<file path="src/rtl/rv_pkg.sv">
// Shared definitions for the fetch PC controller: FSM states, redirect-source
// encoding (numeric order equals priority) and the default reset vector.
package rv_pkg;

    typedef enum logic [1:0] {
        ST_BOOT     = 2'd0,
        ST_REQ      = 2'd1,
        ST_RSP_HOLD = 2'd2
    } pc_state_e;

    typedef enum logic [1:0] {
        SRC_NONE = 2'd0,
        SRC_JMP  = 2'd1,
        SRC_BR   = 2'd2,
        SRC_TRAP = 2'd3
    } redir_src_e;

    localparam logic [31:0] RESET_VEC_DEFAULT = 32'h0000_0000;

    // A candidate displaces the held redirect when it is at least as urgent.
    function automatic logic src_wins(input redir_src_e cand, input redir_src_e held);
        return (cand != SRC_NONE) && (cand >= held);
    endfunction

endpackage

</file>
<file path="src/rtl/pc_ctrl_if.sv">
// Fetch-side bundle between pc_ctrl and its environment (redirect sources,
// PC register, instruction memory, decode). Trap lines exist only with PC_CTRL_TRAP_EN.
interface pc_ctrl_if;
`ifdef PC_CTRL_TRAP_EN
    logic        trap_valid;
    logic [31:0] trap_vect;
`endif
    logic        stall;
    logic        br_valid;
    logic [31:0] br_target;
    logic        jmp_valid;
    logic [31:0] jmp_target;
    logic [31:0] pc;
    logic        pc_hold;
    logic        pc_sel;
    logic [31:0] pc_vect;
    logic        imem_req;
    logic [31:0] imem_addr;
    logic        imem_ack;
    logic        fetch_valid;

    modport ctrl (
`ifdef PC_CTRL_TRAP_EN
        input  trap_valid,
        input  trap_vect,
`endif
        input  stall,
        input  br_valid,
        input  br_target,
        input  jmp_valid,
        input  jmp_target,
        input  pc,
        input  imem_ack,
        output pc_hold,
        output pc_sel,
        output pc_vect,
        output imem_req,
        output imem_addr,
        output fetch_valid
    );

    modport env (
`ifdef PC_CTRL_TRAP_EN
        output trap_valid,
        output trap_vect,
`endif
        output stall,
        output br_valid,
        output br_target,
        output jmp_valid,
        output jmp_target,
        output pc,
        output imem_ack,
        input  pc_hold,
        input  pc_sel,
        input  pc_vect,
        input  imem_req,
        input  imem_addr,
        input  fetch_valid
    );

endinterface

</file>
<file path="src/rtl/pc_ctrl_redirect_arb.sv">
// Combinational priority select among same-cycle redirect requests (trap > br > jmp).
module redirect_arb
    import rv_pkg::*;
(
    input  logic        trap_valid_i,
    input  logic [31:0] trap_target_i,
    input  logic        br_valid_i,
    input  logic [31:0] br_target_i,
    input  logic        jmp_valid_i,
    input  logic [31:0] jmp_target_i,
    output redir_src_e  src_o,
    output logic [31:0] target_o
);

    // Highest-priority valid request wins; the others are dropped.
    always_comb begin
        src_o    = SRC_NONE;
        target_o = 32'h0000_0000;
        if (trap_valid_i) begin
            src_o    = SRC_TRAP;
            target_o = trap_target_i;
        end else if (br_valid_i) begin
            src_o    = SRC_BR;
            target_o = br_target_i;
        end else if (jmp_valid_i) begin
            src_o    = SRC_JMP;
            target_o = jmp_target_i;
        end else begin
            src_o    = SRC_NONE;
            target_o = 32'h0000_0000;
        end
    end

endmodule

</file>
<file path="src/rtl/pc_ctrl.sv">
// Fetch PC controller: sequences instruction-memory requests, holds one pending
// redirect while a fetch is outstanding. Optional trap redirect: PC_CTRL_TRAP_EN.
module pc_ctrl
    import rv_pkg::*;
#(
    parameter logic [31:0] RESET_VEC = RESET_VEC_DEFAULT
) (
    input  logic       clk,
    input  logic       rst_n,
    pc_ctrl_if.ctrl    bus
);

    pc_state_e   state_q, state_d;
    logic        pend_valid_q, pend_valid_d;
    redir_src_e  pend_src_q, pend_src_d;
    logic [31:0] pend_target_q, pend_target_d;

    logic        trap_valid_s;
    logic [31:0] trap_vect_s;
    redir_src_e  new_src_s;
    logic [31:0] new_target_s;
    redir_src_e  held_src_s;
    redir_src_e  win_src_s;
    logic [31:0] win_target_s;
    logic        win_valid_s;

    logic        pc_hold_s;
    logic        pc_sel_s;
    logic [31:0] pc_vect_s;
    logic        imem_req_s;
    logic        fetch_valid_s;

`ifdef PC_CTRL_TRAP_EN
    assign trap_valid_s = bus.trap_valid;
    assign trap_vect_s  = bus.trap_vect;
`else
    assign trap_valid_s = 1'b0;
    assign trap_vect_s  = 32'h0000_0000;
`endif

    redirect_arb u_arb (
        .trap_valid_i  (trap_valid_s),
        .trap_target_i (trap_vect_s),
        .br_valid_i    (bus.br_valid),
        .br_target_i   (bus.br_target),
        .jmp_valid_i   (bus.jmp_valid),
        .jmp_target_i  (bus.jmp_target),
        .src_o         (new_src_s),
        .target_o      (new_target_s)
    );

    assign held_src_s = pend_valid_q ? pend_src_q : SRC_NONE;
    assign win_valid_s = (win_src_s != SRC_NONE);

    // Merge the pending redirect with this cycle's request; ties go to the newer one.
    always_comb begin
        win_src_s    = held_src_s;
        win_target_s = pend_target_q;
        if (src_wins(new_src_s, held_src_s)) begin
            win_src_s    = new_src_s;
            win_target_s = new_target_s;
        end else begin
            win_src_s    = held_src_s;
            win_target_s = pend_target_q;
        end
    end

    // Next-state, pending-register update and fetch-side outputs.
    always_comb begin
        state_d       = state_q;
        pend_valid_d  = pend_valid_q;
        pend_src_d    = pend_src_q;
        pend_target_d = pend_target_q;
        pc_hold_s     = 1'b1;
        pc_sel_s      = 1'b0;
        pc_vect_s     = win_target_s;
        imem_req_s    = 1'b0;
        fetch_valid_s = 1'b0;
        case (state_q)
            ST_BOOT: begin
                pc_hold_s    = 1'b0;
                pc_sel_s     = 1'b1;
                pc_vect_s    = RESET_VEC;
                pend_valid_d = 1'b0;
                pend_src_d   = SRC_NONE;
                state_d      = ST_REQ;
            end
            ST_REQ: begin
                imem_req_s = 1'b1;
                if (!bus.imem_ack) begin
                    pc_hold_s     = 1'b1;
                    pend_valid_d  = win_valid_s;
                    pend_src_d    = win_src_s;
                    pend_target_d = win_target_s;
                end else if (win_valid_s) begin
                    // Squash the returning instruction; stall is irrelevant.
                    pc_hold_s    = 1'b0;
                    pc_sel_s     = 1'b1;
                    pc_vect_s    = win_target_s;
                    pend_valid_d = 1'b0;
                    pend_src_d   = SRC_NONE;
                end else if (bus.stall) begin
                    fetch_valid_s = 1'b1;
                    pc_hold_s     = 1'b1;
                    state_d       = ST_RSP_HOLD;
                end else begin
                    fetch_valid_s = 1'b1;
                    pc_hold_s     = 1'b0;
                end
            end
            ST_RSP_HOLD: begin
                if (win_valid_s) begin
                    pc_hold_s    = 1'b0;
                    pc_sel_s     = 1'b1;
                    pc_vect_s    = win_target_s;
                    pend_valid_d = 1'b0;
                    pend_src_d   = SRC_NONE;
                    state_d      = ST_REQ;
                end else if (bus.stall) begin
                    fetch_valid_s = 1'b1;
                    pc_hold_s     = 1'b1;
                end else begin
                    fetch_valid_s = 1'b1;
                    pc_hold_s     = 1'b0;
                    state_d       = ST_REQ;
                end
            end
            default: begin
                state_d      = ST_BOOT;
                pend_valid_d = 1'b0;
                pend_src_d   = SRC_NONE;
            end
        endcase
    end

    // State and pending-redirect registers.
    always_ff @(posedge clk or negedge rst_n) begin
        if (!rst_n) begin
            state_q       <= ST_BOOT;
            pend_valid_q  <= 1'b0;
            pend_src_q    <= SRC_NONE;
            pend_target_q <= 32'h0000_0000;
        end else begin
            state_q       <= state_d;
            pend_valid_q  <= pend_valid_d;
            pend_src_q    <= pend_src_d;
            pend_target_q <= pend_target_d;
        end
    end

    assign bus.pc_hold     = pc_hold_s;
    assign bus.pc_sel      = pc_sel_s;
    assign bus.pc_vect     = pc_vect_s;
    assign bus.imem_req    = imem_req_s;
    assign bus.imem_addr   = bus.pc;
    assign bus.fetch_valid = fetch_valid_s;

endmodule

</file>
<file path="src/flat_wrapper.sv">
// flat-port wrapper written by rule: the top's interface ports become plain ports
module pc_ctrl_flat import rv_pkg::*;
#(
    parameter logic [31:0] RESET_VEC = RESET_VEC_DEFAULT
)
  (clk, rst_n, bus_stall, bus_br_valid, bus_br_target, bus_jmp_valid, bus_jmp_target, bus_pc, bus_imem_ack, bus_pc_hold, bus_pc_sel, bus_pc_vect, bus_imem_req, bus_imem_addr, bus_fetch_valid);
  pc_ctrl_if bus_i ();
  input  logic clk;
  input  logic rst_n;
  input wire logic [$bits(bus_i.stall)-1:0] bus_stall;
  input wire logic [$bits(bus_i.br_valid)-1:0] bus_br_valid;
  input wire logic [$bits(bus_i.br_target)-1:0] bus_br_target;
  input wire logic [$bits(bus_i.jmp_valid)-1:0] bus_jmp_valid;
  input wire logic [$bits(bus_i.jmp_target)-1:0] bus_jmp_target;
  input wire logic [$bits(bus_i.pc)-1:0] bus_pc;
  input wire logic [$bits(bus_i.imem_ack)-1:0] bus_imem_ack;
  output wire logic [$bits(bus_i.pc_hold)-1:0] bus_pc_hold;
  output wire logic [$bits(bus_i.pc_sel)-1:0] bus_pc_sel;
  output wire logic [$bits(bus_i.pc_vect)-1:0] bus_pc_vect;
  output wire logic [$bits(bus_i.imem_req)-1:0] bus_imem_req;
  output wire logic [$bits(bus_i.imem_addr)-1:0] bus_imem_addr;
  output wire logic [$bits(bus_i.fetch_valid)-1:0] bus_fetch_valid;
  assign bus_i.stall = bus_stall;
  assign bus_i.br_valid = bus_br_valid;
  assign bus_i.br_target = bus_br_target;
  assign bus_i.jmp_valid = bus_jmp_valid;
  assign bus_i.jmp_target = bus_jmp_target;
  assign bus_i.pc = bus_pc;
  assign bus_i.imem_ack = bus_imem_ack;
  assign bus_pc_hold = bus_i.pc_hold;
  assign bus_pc_sel = bus_i.pc_sel;
  assign bus_pc_vect = bus_i.pc_vect;
  assign bus_imem_req = bus_i.imem_req;
  assign bus_imem_addr = bus_i.imem_addr;
  assign bus_fetch_valid = bus_i.fetch_valid;
  pc_ctrl #(.RESET_VEC(RESET_VEC)) u_core (.clk(clk), .rst_n(rst_n), .bus(bus_i));
endmodule
</file>
<file path="config.mk">
export PLATFORM = sky130hd
export DESIGN_NAME = pc_ctrl_flat
export DESIGN_NICKNAME = d
export VERILOG_FILES = /design/src/rtl/rv_pkg.sv /design/src/rtl/pc_ctrl_if.sv /design/src/rtl/pc_ctrl_redirect_arb.sv /design/src/rtl/pc_ctrl.sv /design/src/flat_wrapper.sv
export SDC_FILE = /design/constraint.sdc
export NUM_CORES = 1
export LEC_CHECK = 0
export CORE_ASPECT_RATIO = 1.4
export CORE_UTILIZATION = 37
export DETAILED_ROUTE_END_ITERATION = 10
export HOLD_SLACK_MARGIN = 0.1
export PLACE_DENSITY_LB_ADDON = 0.15
export SYNTH_ARGS = -nofsm -noshare
export SYNTH_HDL_FRONTEND = slang
export SYNTH_SLANG_ARGS = --single-unit
</file>
<file path="constraint.sdc">
create_clock -name clk -period 2.49 [get_ports clk]
set_input_delay 0.249 -clock clk [delete_from_list [all_inputs] [get_ports clk]]
set_output_delay 0.249 -clock clk [all_outputs]
set_load 0.01 [all_outputs]
</file>
=== Yosys cells after proc, flatten, opt, wreduce, memory -nomap -nowiden ===
Cells that the tools add are included.

* Register bits: 37
* Bits of input ports: 102
* Output and inout bits: 68
* Word-level logic and storage cells: 49

* $lt $le $gt $ge: 1
* Eq/ne operators: 6
* Muxes and demuxes: 31
* Bitwise gates (word level): 1
* Reductions and logical operators: 6

{| class="wikitable"
|+ Operator list
! operator !! number
|-
| 32-bit 2-to-1 mux || 4
|-
| 2-bit 2-to-1 mux || 10
|-
| 1-bit 2-to-1 mux || 11
|-
| 2-bit inequality test (second input constant) || 3
|-
| 1-bit one-hot mux with 3 select lines || 2
|-
| 2-bit one-hot mux with 3 select lines || 1
|-
| 1-bit one-hot mux with 2 select lines || 2
|-
| 2-bit one-hot mux with 2 select lines || 1
|-
| 4-bit AND reduction || 1
|-
| 2-bit nonzero test || 2
|-
| 3-bit by 2-bit inequality test with 1-bit output (second input constant) || 1
|-
| 2-bit by 1-bit equality test with 1-bit output (second input constant) || 1
|-
| 2-bit equality test (second input constant) || 1
|-
| 2-bit greater-or-equal comparator || 1
|-
| 2-bit zero test || 1
|-
| 2-bit AND reduction || 1
|-
| 1-bit logical AND || 1
|-
| 1-bit NOT || 1
|}

=== Depth between registers and ports, before layout ===
Gate-level depths: netlist of run 1.

* Word-level depth: 9
* Gate-level depth with buffers: 11

=== Cells and area by module ===
Synthesis of run 1 repeated with hierarchy kept, for this count alone.

* Cell total of the unflattened synthesis: 414
* Area, all modules: 3,276.9 sq um

{| class="wikitable"
|+ By module, submodules not included
! module !! times used !! cells an instance !! area an instance (sq um) !! seq. area each (sq um)
|-
| pc_ctrl || 1 || 265 || 2,349.8 || 925.9
|-
| redirect_arb || 1 || 149 || 927.1 || 0.0
|}

=== Least setup slack after synthesis of run 1 ===
Ideal clock, no wire load.

* Kind: input to output
* From: in bus_br_valid
* To: out bus_pc_vect[10]
* Arrival time: 2.020 ns
* Setup slack: 0.221 ns
* Stages on the path: 11
* Buffers on the path: 4
* Cells stage by stage: buf_2 nor2b_1 buf_2 buf_2 inv_1 ha_1 nor3b_4 nor2_4 buf_6 mux2i_1 nor2_1

* Cells in the longest elaborated chain, start to end: 5

{| class="wikitable"
|+ Ends and longest elaborated chain
! item !! RTL line !! RTL
|-
| from (decl) || flat_wrapper.sv:11 || <nowiki>input wire logic [$bits(bus_i.br_valid)-1:0] bus_br_valid;</nowiki>
|-
| 2-bit 2-to-1 mux || pc_ctrl_redirect_arb.sv:22 || <nowiki>end else if (br_valid_i) begin</nowiki>
|-
| 2-bit greater-or-equal comparator or 2-bit nonzero test (tied branches) || rv_pkg.sv:22 || <nowiki>return (cand != SRC_NONE) && (cand >= held);</nowiki>
|-
| 1-bit logical AND || rv_pkg.sv:22 ||
|-
| 32-bit 2-to-1 mux (*) || pc_ctrl.sv:59 || <nowiki>if (src_wins(new_src_s, held_src_s)) begin</nowiki>
|-
| 32-bit 2-to-1 mux (*) || - ||
|-
| to (decl) || flat_wrapper.sv:19 || <nowiki>output wire logic [$bits(bus_i.pc_vect)-1:0] bus_pc_vect;</nowiki>
|}

Every way passes the cells marked *; elsewhere a longest branch is shown, timed or not.

=== Worst setup path in the final report of run 1 ===
* From: reg u_core.pend_valid_q
* To: out bus_pc_vect[27]

* Cells in the longest elaborated chain, start to end: 5

{| class="wikitable"
|+ Ends and longest elaborated chain
! item !! RTL line !! RTL
|-
| from (decl) || pc_ctrl.sv:14 || <nowiki>logic pend_valid_q, pend_valid_d;</nowiki>
|-
| from (signal assigned) || pc_ctrl.sv:145 || <nowiki>pend_valid_q <= pend_valid_d;</nowiki>
|-
| 2-bit 2-to-1 mux || pc_ctrl.sv:52 || <nowiki>assign held_src_s = pend_valid_q ? pend_src_q : SRC_NONE;</nowiki>
|-
| 2-bit greater-or-equal comparator || rv_pkg.sv:22 ||
|-
| 1-bit logical AND || rv_pkg.sv:22 ||
|-
| 32-bit 2-to-1 mux || pc_ctrl.sv:59 ||
|-
| 32-bit 2-to-1 mux || - ||
|}

Every way passes these cells.

==> results of run 1 <==
[synth_stat cells, types with 3 or more instances]
cell type and number:
nor2_1 35, buf_6 3, inv_1 5, o21ai_1 30, buf_4 32, mux2i_1 33, buf_2 6, clkbuf_1 12
a21o_1 4, nand2_1 39, ha_1 6, o21ai_0 4, a22o_1 32, dfrtp_1 37
[critical path, delay by kind of cell, from the launching register on]
| family | cells | cell delay [ns] |
|---|---|---|
| fa+ha+maj | 1 | 0.21 |
| buf+inv | 4 | 0.53 |
| flops | 1 | 0.40 |
| mux | 1 | 0.18 |
| simple gates | 4 | 0.51 |
[per-stage QoR]
stage	worst slack (ns)	power [mW]
CTS	-0.05330	3.432
floorplan	0.2209	1.913
global placement	-0.4026	2.715
detailed placement	-0.4034	2.760
global route	-0.02675	3.687
finish	0.1155	3.438
[cells in the final DEF, fill, tap and decap left out, types with 2 or more instances in the layout]
| cell type | synthesis | routed |
|---|---|---|
| clkdlybuf4s50_1 | 0 | 67 |
| buf_4 | 32 | 48 |
| nand2_1 | 39 | 39 |
| dfrtp_1 | 37 | 37 |
| nor2_1 | 35 | 35 |
| a22o_1 | 32 | 32 |
| buf_2 | 6 | 31 |
| o21ai_1 | 30 | 30 |
| mux2i_2 | 0 | 13 |
| mux2i_4 | 0 | 13 |
| mux2i_1 | 33 | 7 |
| clkbuf_8 | 0 | 6 |
| ha_1 | 6 | 5 |
| dlygate4sd2_1 | 0 | 5 |
| inv_1 | 5 | 4 |
| o21ai_0 | 4 | 4 |
| a21o_1 | 4 | 4 |
| buf_12 | 0 | 4 |
| o2bb2ai_1 | 2 | 2 |
| a221oi_1 | 2 | 2 |
| clkbuf_16 | 0 | 2 |
| buf_16 | 0 | 2 |
[worst paths after layout]
check	from	end	slack [ns]	cells past startpoint
min in group asynchronous	rst_n	u_core.pend_target_q[5]	0.61	2
setup / recovery	u_core.pend_valid_q	bus_pc_vect[27]	0.12	10
max in group asynchronous	rst_n	u_core.pend_src_q[0]	1.34	2
hold reg to reg	u_core.pend_target_q[21]	u_core.pend_target_q[21]	0.49	2
hold / removal	u_core.pend_target_q[21]	u_core.pend_target_q[21]	0.49	2
setup reg to reg	u_core.pend_valid_q	u_core.pend_target_q[17]	0.43	12
[registers in the layout, indices dropped and copies added, names as in the netlist]
register              count
u_core.pend_target_q     32
u_core.pend_src_q         2
u_core.state_q            2
u_core.pend_valid_q       1
[report_power, final]
group / total [mW] / internal (mW) / switching [mW]
clock: 0.539 / 0.327 / 0.212
sequential: 1.06 / 0.861 / 0.202
combinational: 1.84 / 0.960 / 0.876
[layout make-up]
cell class,instances,area (um^2),area share
Timing Repair Buffer,162,1449,0.3438
Sequential cell,37,925.9,0.2197
Clock buffer,7,86.33,0.02049
Inverter,5,18.77,0.004454
Multi-Input combinational cell,206,1585,0.3762
Tap cell,95,118.9,0.02821
Clock inverter,1,30.03,0.007126
[cells by family (layout without fill, tap and decap cells)]
group	after synthesis	count (layout)	synth area share
AO/OA/AOI/OAI	82	82	0.2201
adder cells (fa/ha/maj)	6	6	0.02834
multiplexers	33	33	0.1247
AND/OR/NAND/NOR	85	85	0.1370
buffers and inverters	59	175	0.1403
flip-flops	37	37	0.3496
[repair_timing]
action | 4_1_cts | 5_1_grt
cloned | 0 | 2
setup endpoints to repair | 35 | 35
gates resized for setup | 158 | 15
endpoints found under the hold margin | 20 | 0
setup buffers | 18 | 1
hold buffers | 1 | 0
pin swaps | 4 | 4
[routing by layer]
layer	vias to the layer above	track usage	share of wire
li1	1254	-	-
met1	1202	0.2356	0.40
met2	67	0.3634	0.54
met3	18	0.03057	0.048
met4	0	0.06509	0.020
met5	-	0	0
==> results.txt, run 1 <==
- The clock passes through at most 2 buffers.
- TritonCTS built the clock tree.
* Clock root buffer: clkbuf_8
- Required arrival time at the worst endpoint: 2.24 ns
- In the routed design, unresolved DRC markers number 0.
* Drt total wl: 7.346 mm
* Kind of start point of the critical path: flop
- The congestion estimate from routability-driven global placement came to 0.7892.
- Detailed-route wire length per cell: 14.32 um
- Timing would allow up to 0.4211 GHz.
- Die Area: 7506 um^2
- The critical path in this run is classified as flop to primary output.
* Die height: 102.1 um
* Worst-Margin Slew: 0.8399 ns
- Number of cells produced by synthesis: 302
- Number of enable flip-flop cells after synthesis: 0
- Cell variety after synth: 34
- Slowest-stage cell, CP: dfrtp_1
* Number of vias per cell after detailed routing: 4.953
- The run finished with clean final reports.
- Hold crit path type: flop to flop
* Largest stage delay, worst path: 0.40 ns
- Max-cap violations in this run came to 0.
- The finished layout holds 513 standard cells, fillers aside.
- The clock arrives with 0.007587 ns of skew.
* Post-placement cell area: 3799 um^2
- After filler insertion, the fill cell instance count of the layout stands at 645.
* Global-route wire length before repair: 11.59 mm
- The initial utilization of the core area, before any placement, comes to 0.3819.
- Of the cells placed in the final design, the portion with a size suffix greater than 1 is 0.3062.
- Hold timing on the final database bottoms out at a slack of 0.4885 ns.
* Number of optimization iterations in the first detailed-route pass: 4
- Headroom to the max-slew limit came out at 0.4401.
- Placed cell count: 484
* Unrepaired setup endpoints after global routing: true
- The repair_antennas step left the layout with diodes totalling 0.
* Ys flop type: dfrtp_1
- Power density over the cells: 815.9 nW/um^2
- Along the worst path, the maximum fanout reaches 9.
- Top cell type by total area after synthesis: dfrtp_1
* Nets: 525
* Number of global-route vias before repair: 2462
* Clock sink count: 37
- Across the VDD grid, the largest voltage drop is 433.3 uV.
* Number of synthesized register bits: 37
- Dpl hpwl: 4.962 mm
- For this block, the via count after detailed routing is 2541.
- Once layout is complete, the utilization of the core stands at 0.6075.
* Number of antenna violations at the first check in global routing: 0
* Final critical-path share of the clock period: 0.9536
- The count of nets left with antenna violations once routing finished came out at 0.
* Area fraction of the dominant cell type after synthesis: 0.3496
- Number of failing setup endpoints in the final timing report: 0
* Synthesis Warnings: 0
- By area the synthesized netlist is led by dfrtp_1 35%, mux2i_1 12%, a22o_1 11%.
- Type of destination of the critical path: primary output
* Final-report hold violation count: 0
* Pins Over Slew Limit: 0
* Number of port buffers: 105
- For this block, the initial DRC count from the detailed router was 95.
- The average instance in the mapped netlist occupies 8.771 um^2.
* Critical-path cell list: nand2_1, inv_2, ha_4, nor3b_4, nor2_4, buf_12, clkbuf_16, mux2i_4, nor2_1, buf_2
- After clock tree synthesis, the clock-pin slew on the worst setup and hold paths is 0.07 ns.
- GRT Resource Usage Total: 0.1993
- STA puts the critical path data arrival time at 2.13 ns.
* Area grow syn2layout: 59.09%
* Post-route setup TNS: 0 ns
* Share of synthesized registers carrying an async set or reset: 1.000
* Number of buffers added by the clock tree synthesis step: 5
- Row Count: 36
- From left edge to right edge, the die measures 73.51 um.
- Total congestion overflow: 0
- In this run the static leakage power is 1.943 nW.
- The core region is 6937 um^2.
- The later pin in the worst-skew pair is clocked with a latency of 0.28 ns.
- Of the synthesized area, sequential elements account for 0.3496.
- The H-tree was split into 2 levels.
- Largest net degree at the start of global routing: 65
- The number of nets in the synthesized netlist is 410.
- Final std cell area, no fill: 4214 um^2
- Pin placement for this block handled 170 I/O pins.
- The smallest clock period supported by the final layout is computed as 2.375 ns.
- Post-synthesis cell area: 2649 um^2
Note: power is estimated with default switching activity, not from simulation.
==> inputs of run 2 (changes only) <==
Settings changed: CTS_CLUSTER_SIZE from default to 20, HOLD_SLACK_MARGIN 0.1 to default.
==> run 2 against run 1 <==
  * Clock power about the same
  * Total power fell by 0.12%
  * Clock skew barely moved
  * Wire length down 0.59%
  * Combinational power is essentially flat
  * Sequential share of layout area increased by 0.052 points
  * Largest cell class unchanged
  * Count of clock-buffer cells in the layout unchanged
  * Non-clock buffer count decreased by 1
  * Worst setup slack about the same
  * First-iteration DRC count increased by 3.2%
  * Die area unchanged
  * Register-to-register slack about the same
==> results.txt, run 2 (synthesis results as in run 1) <==
- Placer's final routability congestion estimate: 0.7892 (unchanged)
* Result of the run: finished, final reports clean (unchanged)
- The maximum clock path buffer count was 2 (unchanged).
- The initial antenna violation count was 0 (unchanged).
- Number of vias per cell after detailed routing: 4.916 (was 4.953)
* Detailed-route wire length per cell: 14.26 um (was 14.32 um)
- The overall die area is 7506 um^2 (unchanged).
- The final setup violation count came to 0 (unchanged).
- The overall via count from detail_route was 2517 (was 2541).
- Commonest cells after routing, fill and taps aside: 67 x clkdlybuf4s50_1, 48 x buf_4, 39 x nand2_1, 37 x dfrtp_1, 35 x nor2_1 (unchanged).
* Unrepaired setup endpoints after global routing: true (unchanged)
- Number of flip-flops under the largest register name: 32 (unchanged)
- Kind of start point of the critical path: flop (unchanged)
- Row Count: 36 (unchanged)
* Final std cells w/o fill: 512 (was 513)
- The total congestion overflow after global routing is 0 (unchanged).
* Post-placement cell area: 3799 um^2 (unchanged)
* Placed cell count: 484 (unchanged)
* Top flop regs: u_core.pend_target_q x32, u_core.pend_src_q x2, u_core.state_q x2 (unchanged)
- The first-iteration detailed-routing DRC count came to 98 (was 95).
- Clk Latency, worst-skew pair: 0.28 ns (about the same)
- The number of inserted diodes was 0 (unchanged).
- Fraction of final layout cells with drive strength greater than 1: 0.3070 (was 0.3062)
- Relative slew margins: 0.4428 (was 0.4401)
* Worst-Margin Slew: 0.8359 ns (was 0.8399 ns)
* Post-route clock skew: 0.007491 ns (was 0.007587 ns)
- The share of the clock period used by the worst path after layout came to 0.9537 (was 0.9536).
* Worst Path Arrival: 2.13 ns (about the same)
* Number of I/O pins: 170 (unchanged)
* Number of routed nets with antenna violations: 0 (unchanged)
- The worst setup path category was flop to primary output (unchanged).
- The finished layout cell area was 4204 um^2 (was 4214 um^2).
- Number of port buffers: 105 (unchanged)
* H-Tree Depth: 2 (unchanged)
- The global-route usage over all layers is 0.1995 (was 0.1993).
- Hold crit path type: primary input to asynchronous set/reset pin (was flop to flop)
- The leakage component of the power was 1.939 nW (was 1.943 nW).
- Power density over the cells: 816.9 nW/um^2 (was 815.9 nW/um^2)
* Dpl hpwl: 4.962 mm (unchanged)
* Fmax achieved: 0.4211 GHz (about the same)
- Worst Setup Slack post-DPL: -0.4034 ns (unchanged)
- Largest voltage drop on the vdd net: 432.2 uV (was 433.3 uV)
- The required time of the critical path is 2.24 ns (about the same).
- Bufs and invs on worst path: 4 (unchanged)
- CTS clock-pin slew for the worst setup and hold paths: 0.08 ns (was 0.07 ns)
- Largest net degree at the start of global routing: 65 (unchanged)
- Core footprint: 6937 um^2 (unchanged)
* Slowest-stage cell, CP: dfrtp_1 (unchanged)
- The max-slew violation count came to 0 (unchanged).
* Most frequent standard cell in the layout excluding fill and tap cells: clkdlybuf4s50_1 (unchanged)
- Clock tree from TritonCTS: done (unchanged)
* Drt total wl: 7.303 mm (was 7.346 mm)
* Residual DRC: 0 (unchanged)
- The starting utilization of the core area came to 0.3819 (unchanged).
- Die height: 102.1 um (unchanged)
* Clock root buffer: clkbuf_8 (unchanged)
- Final-report hold violation count: 0 (unchanged)
* Global-route wire length before repair: 11.61 mm (was 11.59 mm)
- Horizontal die dimension: 73.51 um (unchanged)
* Area grow syn2layout: 58.72% (was 59.09%)
- The number of max-capacitance violations reported is 0 (unchanged).
- CP delay by family, top: buffers and inverters (unchanged)
* Post-route worst setup slack: 0.1152 ns (was 0.1155 ns)
- The worst-case hold slack was 0.06062 ns (was 0.4885 ns).
* Minimum clock period: 2.375 ns (about the same)
- The number of sinks driven by the clock tree was 37 (unchanged).
- Number of optimization iterations in the first detailed-route pass: 4 (unchanged)
- The utilization after layout was 0.6061 (was 0.6075).
- The largest register by flop count was u_core.pend_target_q (unchanged).
- The number of buffers created by CTS came to 5 (unchanged).
* Critical-path cell list: nand2_1, inv_2, ha_4, nor3b_4, nor2_4, buf_12, clkbuf_16, mux2i_4, nor2_1, buf_2 (unchanged)
- Peak fanout along the critical path: 9 (unchanged)
* Reg-to-reg slack, setup: 0.43 ns (about the same)
* Nets: 524 (was 525)
* Number of global-route vias before repair: 2455 (was 2462)
* Type of destination of the critical path: primary output (unchanged)
- The highest cell delay on the worst timing path came to 0.40 ns (about the same).
-- run 2: cell types whose count changed in the layout (fill, tap and decap cells not counted) --
cell and delta:
dlygate4sd3_1 -1
-- run 2: worst reg2reg max path, stage by stage, from the launching register on --
cell and delay (ns):
dfrtp_1 0.40, nand2_1 0.11, inv_2 0.05, ha_4 0.22
nor3b_4 0.23, nor2_4 0.07, buf_12 0.15, buf_12 0.15
mux2i_1 0.13, buf_4 0.13, buf_4 0.12, buf_4 0.12
o21ai_1 0.10
-- run 2: cell type report --
type / instances / area (um^2)
Tap cell: 95 / 118.9
Multi-Input combinational cell: 206 / 1585
Sequential cell: 37 / 925.9
Inverter: 5 / 18.77
Fill cell: 644 / 2733
Clock buffer: 7 / 86.33
Timing Repair Buffer: 161 / 1439
Clock inverter: 1 / 30.03
-- run 2: worst paths after layout --
| kind | from | end | cells past startpoint |
|---|---|---|---|
| max | u_core.pend_valid_q | bus_pc_vect[27] | 10 |
| min | rst_n | u_core.pend_target_q[5] | 1 |
| max reg2reg | u_core.pend_valid_q | u_core.pend_target_q[17] | 12 |
| min reg2reg | u_core.pend_target_q[21] | u_core.pend_target_q[21] | 2 |
| max in group asynchronous | rst_n | u_core.pend_src_q[0] | 1 |
| min in group clk | u_core.pend_target_q[21] | u_core.pend_target_q[21] | 2 |
-- run 2: metal layers --
metal | global-route usage | vias to the layer above | share of wire
met1 | 0.2368 | 1182 | 0.40
met2 | 0.3641 | 65 | 0.54
met3 | 0.03057 | 18 | 0.047
li1 | - | 1252 | -
met4 | 0.06213 | 0 | 0.020
met5 | 0 | - | 0
-- run 2: repair_timing --
action | CTS | global route
pin swaps | 4 | 4
gates resized for setup | 158 | 15
cloned | 0 | 2
hold buffers | 0 | 0
setup endpoints to repair | 35 | 35
setup buffers | 18 | 1
-- run 2: report_power, final --
part | total, mW | switching (mW) | internal (mW)
combinational | 1.83 | 0.873 | 0.959
clock | 0.539 | 0.212 | 0.327
sequential | 1.06 | 0.201 | 0.861
-- run 2: stage by stage --
stage	total power, mW	TNS [ns]
2_1_floorplan	1.913	0
3_3_place_gp	2.715	-12.18
3_5_place_dp	2.760	-12.45
4_1_cts	3.431	-0.2695
5_1_grt	3.686	-0.04594
6_report	3.434	0
==> inputs of run 3 (changes only) <==
Settings changed: CTS_CLUSTER_DIAMETER from default to 60.
==> results of run 3 <==
No change in the layout: final DEF, timing and power equal those of run 2.
